$ cat config.mk
export PLATFORM = sky130hd
export DESIGN_NAME = vector_writeback_unit
export DESIGN_NICKNAME = d
export VERILOG_FILES = /design/src/rtl/vector_writeback_unit.sv
export SDC_FILE = /design/constraint.sdc
export NUM_CORES = 2
export LEC_CHECK = 0
export CAP_MARGIN = 20
export CORE_AREA = 2 2 632 634
export CTS_CLUSTER_SIZE = 10
export DETAILED_ROUTE_END_ITERATION = 10
export DIE_AREA = 0 0 634 636
export SLEW_MARGIN = 20
export SYNTH_ARGS = -nofsm -noshare
export SYNTH_HDL_FRONTEND = slang
export SYNTH_SLANG_ARGS = --single-unit
$ cat constraint.sdc
create_clock -name clk -period 5.5 [get_ports clk]
set_clock_uncertainty 0.05 [all_clocks]
set_input_delay 0.55 -clock clk [delete_from_list [all_inputs] [get_ports clk]]
set_output_delay 0.55 -clock clk [all_outputs]
set_load 0.03 [all_outputs]
$ cat src/rtl/vector_writeback_unit.sv
// vector_writeback_unit: commits 16-lane vector ops. ALU results go to the RF; stores and loads are serialized lane-by-lane.
// Latency: ALU RF write 1 cycle after accept; store strobes in cycles 1..16; load RF write in cycle 18.
// Backpressure: in_ready low during STORE/LOAD/LOAD_LAST and reset. Define VWB_FWD_EN to add fwd_* forwarding ports.
module vector_writeback_unit #(
  parameter int N  = 32,
  parameter int AW = 10
) (
  input  logic               clk,
  input  logic               reset,
  input  logic               in_valid,
  output logic               in_ready,
  input  logic [15:0][N-1:0] alu_result,
  input  logic [15:0][N-1:0] write_data,
  input  logic [3:0]         wa3,
  input  logic               reg_write,
  input  logic               memto_reg,
  input  logic               mem_write,
  output logic [AW-1:0]      mem_addr,
  output logic [N-1:0]       mem_wdata,
  output logic               mem_we,
  output logic               mem_re,
  input  logic [N-1:0]       mem_rdata,
  output logic               rf_we,
  output logic [3:0]         rf_wa,
  output logic [15:0][N-1:0] rf_wd,
  output logic               busy
`ifdef VWB_FWD_EN
  ,
  output logic               fwd_valid,
  output logic [3:0]         fwd_wa,
  output logic [15:0][N-1:0] fwd_data
`endif
);

  typedef enum logic [2:0] {
    S_IDLE      = 3'd0,
    S_STORE     = 3'd1,
    S_LOAD      = 3'd2,
    S_LOAD_LAST = 3'd3,
    S_WB        = 3'd4
  } state_t;

  // Scalar part of the captured operation; the vector part lives in vec_q.
  typedef struct packed {
    logic [AW-1:0] base;
    logic [3:0]    wa3;
    logic          reg_write;
  } hdr_t;

  state_t            state_q, state_d;
  logic [3:0]        cnt_q, cnt_d;
  hdr_t              hdr_q;
  // Holds store data, ALU result, or the load vector being assembled.
  logic [15:0][N-1:0] vec_q;

  logic              accept;
  logic [3:0]        lane_prev;
  logic [AW-1:0]     lane_addr;

  // Ready only in states that can take a new op; reset forces it low.
  assign in_ready  = !reset && ((state_q == S_IDLE) || (state_q == S_WB));
  assign accept    = in_valid && in_ready;
  // Read data returns one cycle late, so LOAD lane cnt fills lane cnt-1.
  assign lane_prev = cnt_q - 4'd1;
  // Lane address wraps modulo 2^AW by construction of the AW-bit add.
  assign lane_addr = hdr_q.base + AW'(cnt_q);

  // State and lane-counter register.
  always_ff @(posedge clk) begin
    if (reset) begin
      state_q <= S_IDLE;
      cnt_q   <= 4'd0;
    end else begin
      state_q <= state_d;
      cnt_q   <= cnt_d;
    end
  end

  // Next-state: decode at accept (from IDLE or WB), otherwise walk the lanes.
  always_comb begin
    state_d = state_q;
    cnt_d   = cnt_q;
    case (state_q)
      S_IDLE, S_WB: begin
        state_d = S_IDLE;
        cnt_d   = 4'd0;
        if (accept) begin
          if (mem_write)      state_d = S_STORE;
          else if (memto_reg) state_d = S_LOAD;
          else if (reg_write) state_d = S_WB;
          else                state_d = S_IDLE;
        end
      end
      S_STORE: begin
        cnt_d = cnt_q + 4'd1;
        if (cnt_q == 4'd15) begin
          state_d = S_IDLE;
          cnt_d   = 4'd0;
        end
      end
      S_LOAD: begin
        cnt_d = cnt_q + 4'd1;
        if (cnt_q == 4'd15) begin
          state_d = S_LOAD_LAST;
          cnt_d   = 4'd0;
        end
      end
      S_LOAD_LAST: begin
        state_d = S_WB;
        cnt_d   = 4'd0;
      end
      default: begin
        state_d = S_IDLE;
        cnt_d   = 4'd0;
      end
    endcase
  end

  // Operation capture and load-lane assembly; reset discards any partial vector.
  always_ff @(posedge clk) begin
    if (reset) begin
      hdr_q <= '0;
      vec_q <= '0;
    end else if (accept) begin
      hdr_q.base      <= alu_result[0][AW-1:0];
      hdr_q.wa3       <= wa3;
      hdr_q.reg_write <= reg_write;
      if (mem_write)       vec_q <= write_data;
      else if (!memto_reg) vec_q <= alu_result;
    end else if (state_q == S_LOAD && cnt_q != 4'd0) begin
      vec_q[lane_prev] <= mem_rdata;
    end else if (state_q == S_LOAD_LAST) begin
      vec_q[15] <= mem_rdata;
    end
  end

  // Output decode from state; anything not driven by the current state is 0.
  always_comb begin
    mem_addr  = '0;
    mem_wdata = '0;
    mem_we    = 1'b0;
    mem_re    = 1'b0;
    rf_we     = 1'b0;
    rf_wa     = 4'd0;
    rf_wd     = '0;
    busy      = 1'b0;
    if (!reset) begin
      case (state_q)
        S_STORE: begin
          mem_we    = 1'b1;
          mem_addr  = lane_addr;
          mem_wdata = vec_q[cnt_q];
          busy      = 1'b1;
        end
        S_LOAD: begin
          mem_re   = 1'b1;
          mem_addr = lane_addr;
          busy     = 1'b1;
        end
        S_LOAD_LAST: begin
          busy = 1'b1;
        end
        S_WB: begin
          rf_we = hdr_q.reg_write;
          rf_wa = hdr_q.wa3;
          rf_wd = vec_q;
        end
        default: begin
          busy = 1'b0;
        end
      endcase
    end
  end

`ifdef VWB_FWD_EN
  // Forwarding mirrors the commit port so execute can bypass the RF.
  assign fwd_valid = rf_we;
  assign fwd_wa    = rf_wa;
  assign fwd_data  = rf_wd;
`endif

endmodule
Yosys cells after proc, flatten, opt, wreduce, memory -nomap -nowiden
Index checks and enable logic that the tools add are counted.

Register bits: 534. Bits in latches: 0. Bits in writable memories: 0. Bits in read-only memories: 0. Input bits: 1066. Output and inout bits: 563. Word-level logic and storage cells: 87. Memories: 0.

Add/sub/neg operators: 3. $mul: 0. Divide/modulo/power cells: 0. Magnitude comparators: 3. Equal/unequal tests: 8. Shifts and indexed selects: 0. Mux-type cells: 34. Bitwise gates (word level): 1. Reductions and logical operators: 17.

Operator list (number): $mux W512 (5); $bwmux W512 (1); $mux W480 (1); $mux W32 (6); $bmux W32 S4 (1); $demux W32 S4 (1); $mux W10 (2); $mux W3 (6); $pmux W3 S4 (1); $add A10 B4 Y10 (1); $lt A4 B5 Y1 const B (2); $mux W1 (8); $mux W4 (2); $eq A3 B2 Y1 const B (2); $reduce_and A2 Y1 (3); $reduce_or A3 Y1 (2); $add A4 B1 Y4 const B (1); $eq A4 B4 Y1 const B (1); $ge A4 B1 Y1 const B (1); $logic_and A1 B1 Y1 (4); $ne A2 B2 Y1 const B (2); $reduce_bool A4 Y1 (1); $reduce_or A2 Y1 (2); $sub A4 B1 Y4 const B (1); other kinds (9) (9).

Longest topological paths before layout
Depth in word-level cells: 8. Mapped depth: 14. Depth with buffers taken out: 8.

Least setup slack after synthesis
OpenSTA, ideal clock, no wires.

Kind: register to register. Start point: register cnt_q[0]. End point: register vec_q[13] (netlist bit). Setup time: 0.078 ns. Arrival time: 3.320 ns. Required time: 5.372 ns. Setup slack: 2.052 ns. Cell stages (with the launch flop): 14. Buffers on the path: 6. Clock period less this slack: 3.448 ns. Cells stage by stage: dfxtp_1 clkbuf_1 buf_1 buf_2 buf_2 inv_1 ha_1 or2_2 o31a_2 clkbuf_1 clkbuf_1 o22ai_1 nor2_1 nor3_1.

Longest elaborated chain between the ends: 8. Elaborated cells on any way between the ends: 13. Those cells by class: add/sub (1); order compare (2); mux (5); reduce/logical (5).

Ends and longest elaborated chain: start, declared (line 51) `logic [3:0] cnt_q, cnt_d;`; start signal, assigned (line 75) `cnt_q <= cnt_d;`; $sub A4 B1 Y4 * (line 64) `assign lane_prev = cnt_q - 4'd1;`; via lane_prev[0] (line 57) `logic [3:0] lane_prev;`; $lt A4 B5 Y1 (not written as such) or $ge A4 B1 Y1 (tied branches) (line 131) `vec_q[lane_prev] <= mem_rdata;`; $logic_and A1 B1 Y1 (not written as such) (line 131); $mux W32 (not written as such) (line 131); $demux W32 S4 * (line 131); $bwmux W512 * (line 131); $mux W480 * (line 130) `end else if (state_q == S_LOAD && cnt_q != 4'd0) begin`; $mux W512 * (line 124) `end else if (accept) begin`; end signal, assigned (line 128) `if (mem_write) vec_q <= write_data;`; end signal, assigned (line 129) `else if (!memto_reg) vec_q <= alu_result;`; end signal, assigned by index (line 131); end, declared (line 54) `logic [15:0][N-1:0] vec_q;`.

The timed path passes the listed nets; every way through them passes the cells marked *. The select of a mux whose other input is x is not followed. A chain may end at the register's enable or synchronous reset.

Worst setup path in the final report
Start point: register cnt_q[0]. End point: output mem_wdata[15].

Longest elaborated chain between the ends: 4.

Ends and longest elaborated chain: $bmux W32 S4 (line 152) `mem_wdata = vec_q[cnt_q];`; $mux W32 (not written as such) (line 152); $mux W32 (line 148) `case (state_q)`; $mux W32 (line 147) `if (!reset) begin`; end, declared (line 19) `output logic [N-1:0] mem_wdata,`.

Every way passes these cells. The select of a mux whose other input is x is not followed.

==> flow_summary_export.csv <==
group,metric,value,unit
run_status,status,"completed",
clock_network,clock_path_buffers,4,
routing,dr.first_iter.drc_count,7180,
finish,final_common_cell,"clkdlybuf4s50_1",
sta,rsz0062_at_grt,"false",
die,dieArea,0.4032,mm2
routing,ant_nets,0,
power,netSwitchingFraction,0.3335,
clock_network,cts.repair.resized,0,
global_route,grt_max_degree,203,
synth,synth-edff-count,0,
power,internal_power,8.490,mW
global_route,grt_pass1_wl,564.2,mm
critical_path,slowest_stage,"dfxtp_4",
routing,routed_wl,467.3,mm
power,peakVddDrop,0.0002044,V
critical_path,cp.arrival,4.44,ns
finish,register_area,0.01070,mm2
finish,final_cell_mix,"1329 x clkdlybuf4s50_1, 975 x nor2_1, 538 x mux2i_1",
sta,maxSlewHeadroom,0.1559,
sta,tns,0,ns
sta,post-route-period-util,0.9168,
power,seqPwrFrac,0.338,
routing,vias_per_cell,4.223,
critical_path,worstPathRequired,4.90,ns
finish,layout.nets,7213,
clock_network,cts_sinks,534,
sta,finalSetupViolations,0,
synth,syn_avg_cell_area,7.918,um2
die,die_y,636,um
finish,fillCellCount,44710,
sta,drv_slew,0,
global_route,grt_pass1_vias,43940,
finish,fin_cells,11680,
sta,hold_slack,0.1293,ns
critical_path,worstPathCellList,"buf_12 -> mux4_2 -> mux2i_1 -> o22ai_1 -> clkdlybuf4s50_1",
clock_network,cts_root_buf,"clkbuf_16",
critical_path,criticalPathCategory,"flip-flop to output pin",
finish,layout-drive-gt1-share,0.1350,
clock_network,cts_inserted_buffers,79,
routing,vias,49310,
synth,synth_area,0.03762,mm2
finish,area_growth,74.77,%
synth,syn_nets,5828,
global_route,antenna_found_initial,463,
sta,fin_ws,0.4576,ns
synth,synthCells,4751,
routing,firstDrtPassIters,7,
synth,synthFlopType,"dfxtp_1",
hold_path,worstHoldPathType,"input pin to flip-flop",
clock_network,cts_hold_buf,0,
sta,max_freq,0.1983,GHz
job,cap_viol_max_count,0,
power,combPwrFrac,0.239,
clock_network,post_cts_buffers,0,
power,power.clock.fraction,0.423,
synth,ys_seq_area_frac,0.2842,
routing,wl_per_cell,40.02,um
finish,multi_input_area,0.02525,mm2
die,io_pins,1629,
critical_path,cp-start-kind,"flip-flop",
routing,drc,0,
synth,yosys_warnings,0,
die,start_util,0.09473,
critical_path,critical-path-max-stage-delay,0.86,ns
global_route,overflow,0,
critical_path,path_max_fanout,25,
placement,dp_hpwl,395.0,mm
placement,preCtsSetupSlack,1.123,ns
die,chipWidth,634,um
global_route,grt_usage,0.2213,
critical_path,crit_path_end_kind,"output pin",
sta,tightestPinTransition,1.262,ns
die,num_rows,232,
power,total_leakage_power,22.97,nW
placement,io_buffers,1628,
placement,placed_cells,11320,
synth,async_flop_share,0,
synth,synth_cell_types,56,
placement,place.gp.congestion,0.9755,
power,power_density,193.7,mW/mm2
clock_network,clk_latency,0.76,ns
clock_network,htreeDepth,3,
die,core,0.3971,mm2
clock_network,clk_pin_slew,0.06,ns
power,p_switching,4.248,mW
clock_network,cts_tree,"built",
sta,hold_viol_final,0,
sta,post-route-min-period,5.042,ns
synth,ys_ff_latch,534,
finish,post-route-util,0.1656,
-- synth_stat cells (3+ instances only) --
master      n  area (um2)
a211o_1    32       280.3
a211oi_1  198        1486
a211oi_2   28       350.3
a21o_1      3       22.52
a21oi_1   103       515.5
a21oi_2     8       70.07
a31oi_2     4       50.05
a31oi_4     3       63.81
and2_1    519        3247
and3_1     98       613.1
buf_1      30       112.6
buf_2      79       395.4
buf_4      13       97.59
buf_6       7       78.83
clkbuf_1  363        1363
dfxtp_1   534       10690
ha_1       10       125.1
inv_1       8       30.03
mux2_2     32       360.4
mux2i_1   545        5455
mux4_2    128        2883
nand2_1    66       247.7
nand2b_1    9       56.30
nand3_1   130       650.6
nand3b_1   14       105.1
nor2_1    976        3664
nor2b_1     6       37.54
nor3_1    454        2272
o21ai_0     6       30.03
o21ai_1    13       65.06
o22ai_1   288        1802
o31ai_1     7       52.55
o32a_1      3       30.03
o32ai_1     3       26.28
xnor2_1     4       35.03
xor2_1      3       26.28
-- registers in the layout, summed over array words and instances (netlist names) --
| register | cells |
|---|---|
| vec_q | 512 |
| cnt_q | 4 |
| state_q | 3 |
| hdr_q | 15 |
-- path summary, 6_finish.rpt --
path	slack, ns	from	cells past startpoint	endpoint
worst max-delay path	0.46	cnt_q[0]	5	mem_wdata[15]
worst min-delay path	0.13	reset	2	state_q[0]
worst max register to register	1.37	cnt_q[1]	8	vec_q[290]
worst min register to register	0.41	hdr_q[0]	2	hdr_q[0]
-- cell families (layout without fill, tap and decap cells) --
family,Yosys count,after routing,share of synthesized area
AOI/OAI and AO/OA,711,711,0.1320
xor gates and xnor gates,7,7,0.001630
other,0,224,0
muxes,705,705,0.2312
buffers and inverters,500,1936,0.05521
adders and majority gates,11,11,0.003858
DFF,534,534,0.2842
and+or+nand+nor,2283,2283,0.2919
-- metrics by stage --
stage	power, mW	area (um2)
after global placement	7.359	62630
after detailed placement	7.379	62640
final	12.74	65740
after floorplan	5.482	37620
after global routing	13.08	65590
after CTS	12.79	65180
-- power by group through the flow --
stage	logic, mW	clock network [mW]	registers (mW)
after global routing	3.18	5.60	4.30
after detailed placement	3.01	0	4.37
final	3.05	5.39	4.30
after global placement	2.99	0	4.37
after CTS	3.02	5.48	4.29
after floorplan	1.27	0	4.21
-- per-layer routing --
metal	vias to the layer above	GRT usage	routed length (um)
met5	-	0	1542
met4	224	0.1323	31230
met3	1173	0.1032	62090
met2	4104	0.3410	206300
met1	23800	0.2477	166100
li1	20010	-	-
-- worst max-delay path, delay by kind of cell, from the launching register on --
family	cells	cell delay, ns
mux	2	1.19
buf+inv	2	1.08
flops	1	0.86
compound gates	1	0.41
-- layout make-up --
class                   instances  share of cell area
repair buffers               1796              0.3054
flip-flops and latches        534              0.1628
well taps                    5265              0.1002
inverters                       8           0.0004568
clock buffers                 111             0.03466
diodes                        224            0.008526
multi-input cells            3717              0.3840
clock inverters                21            0.003997
Power figures use the tool's default switching activity.
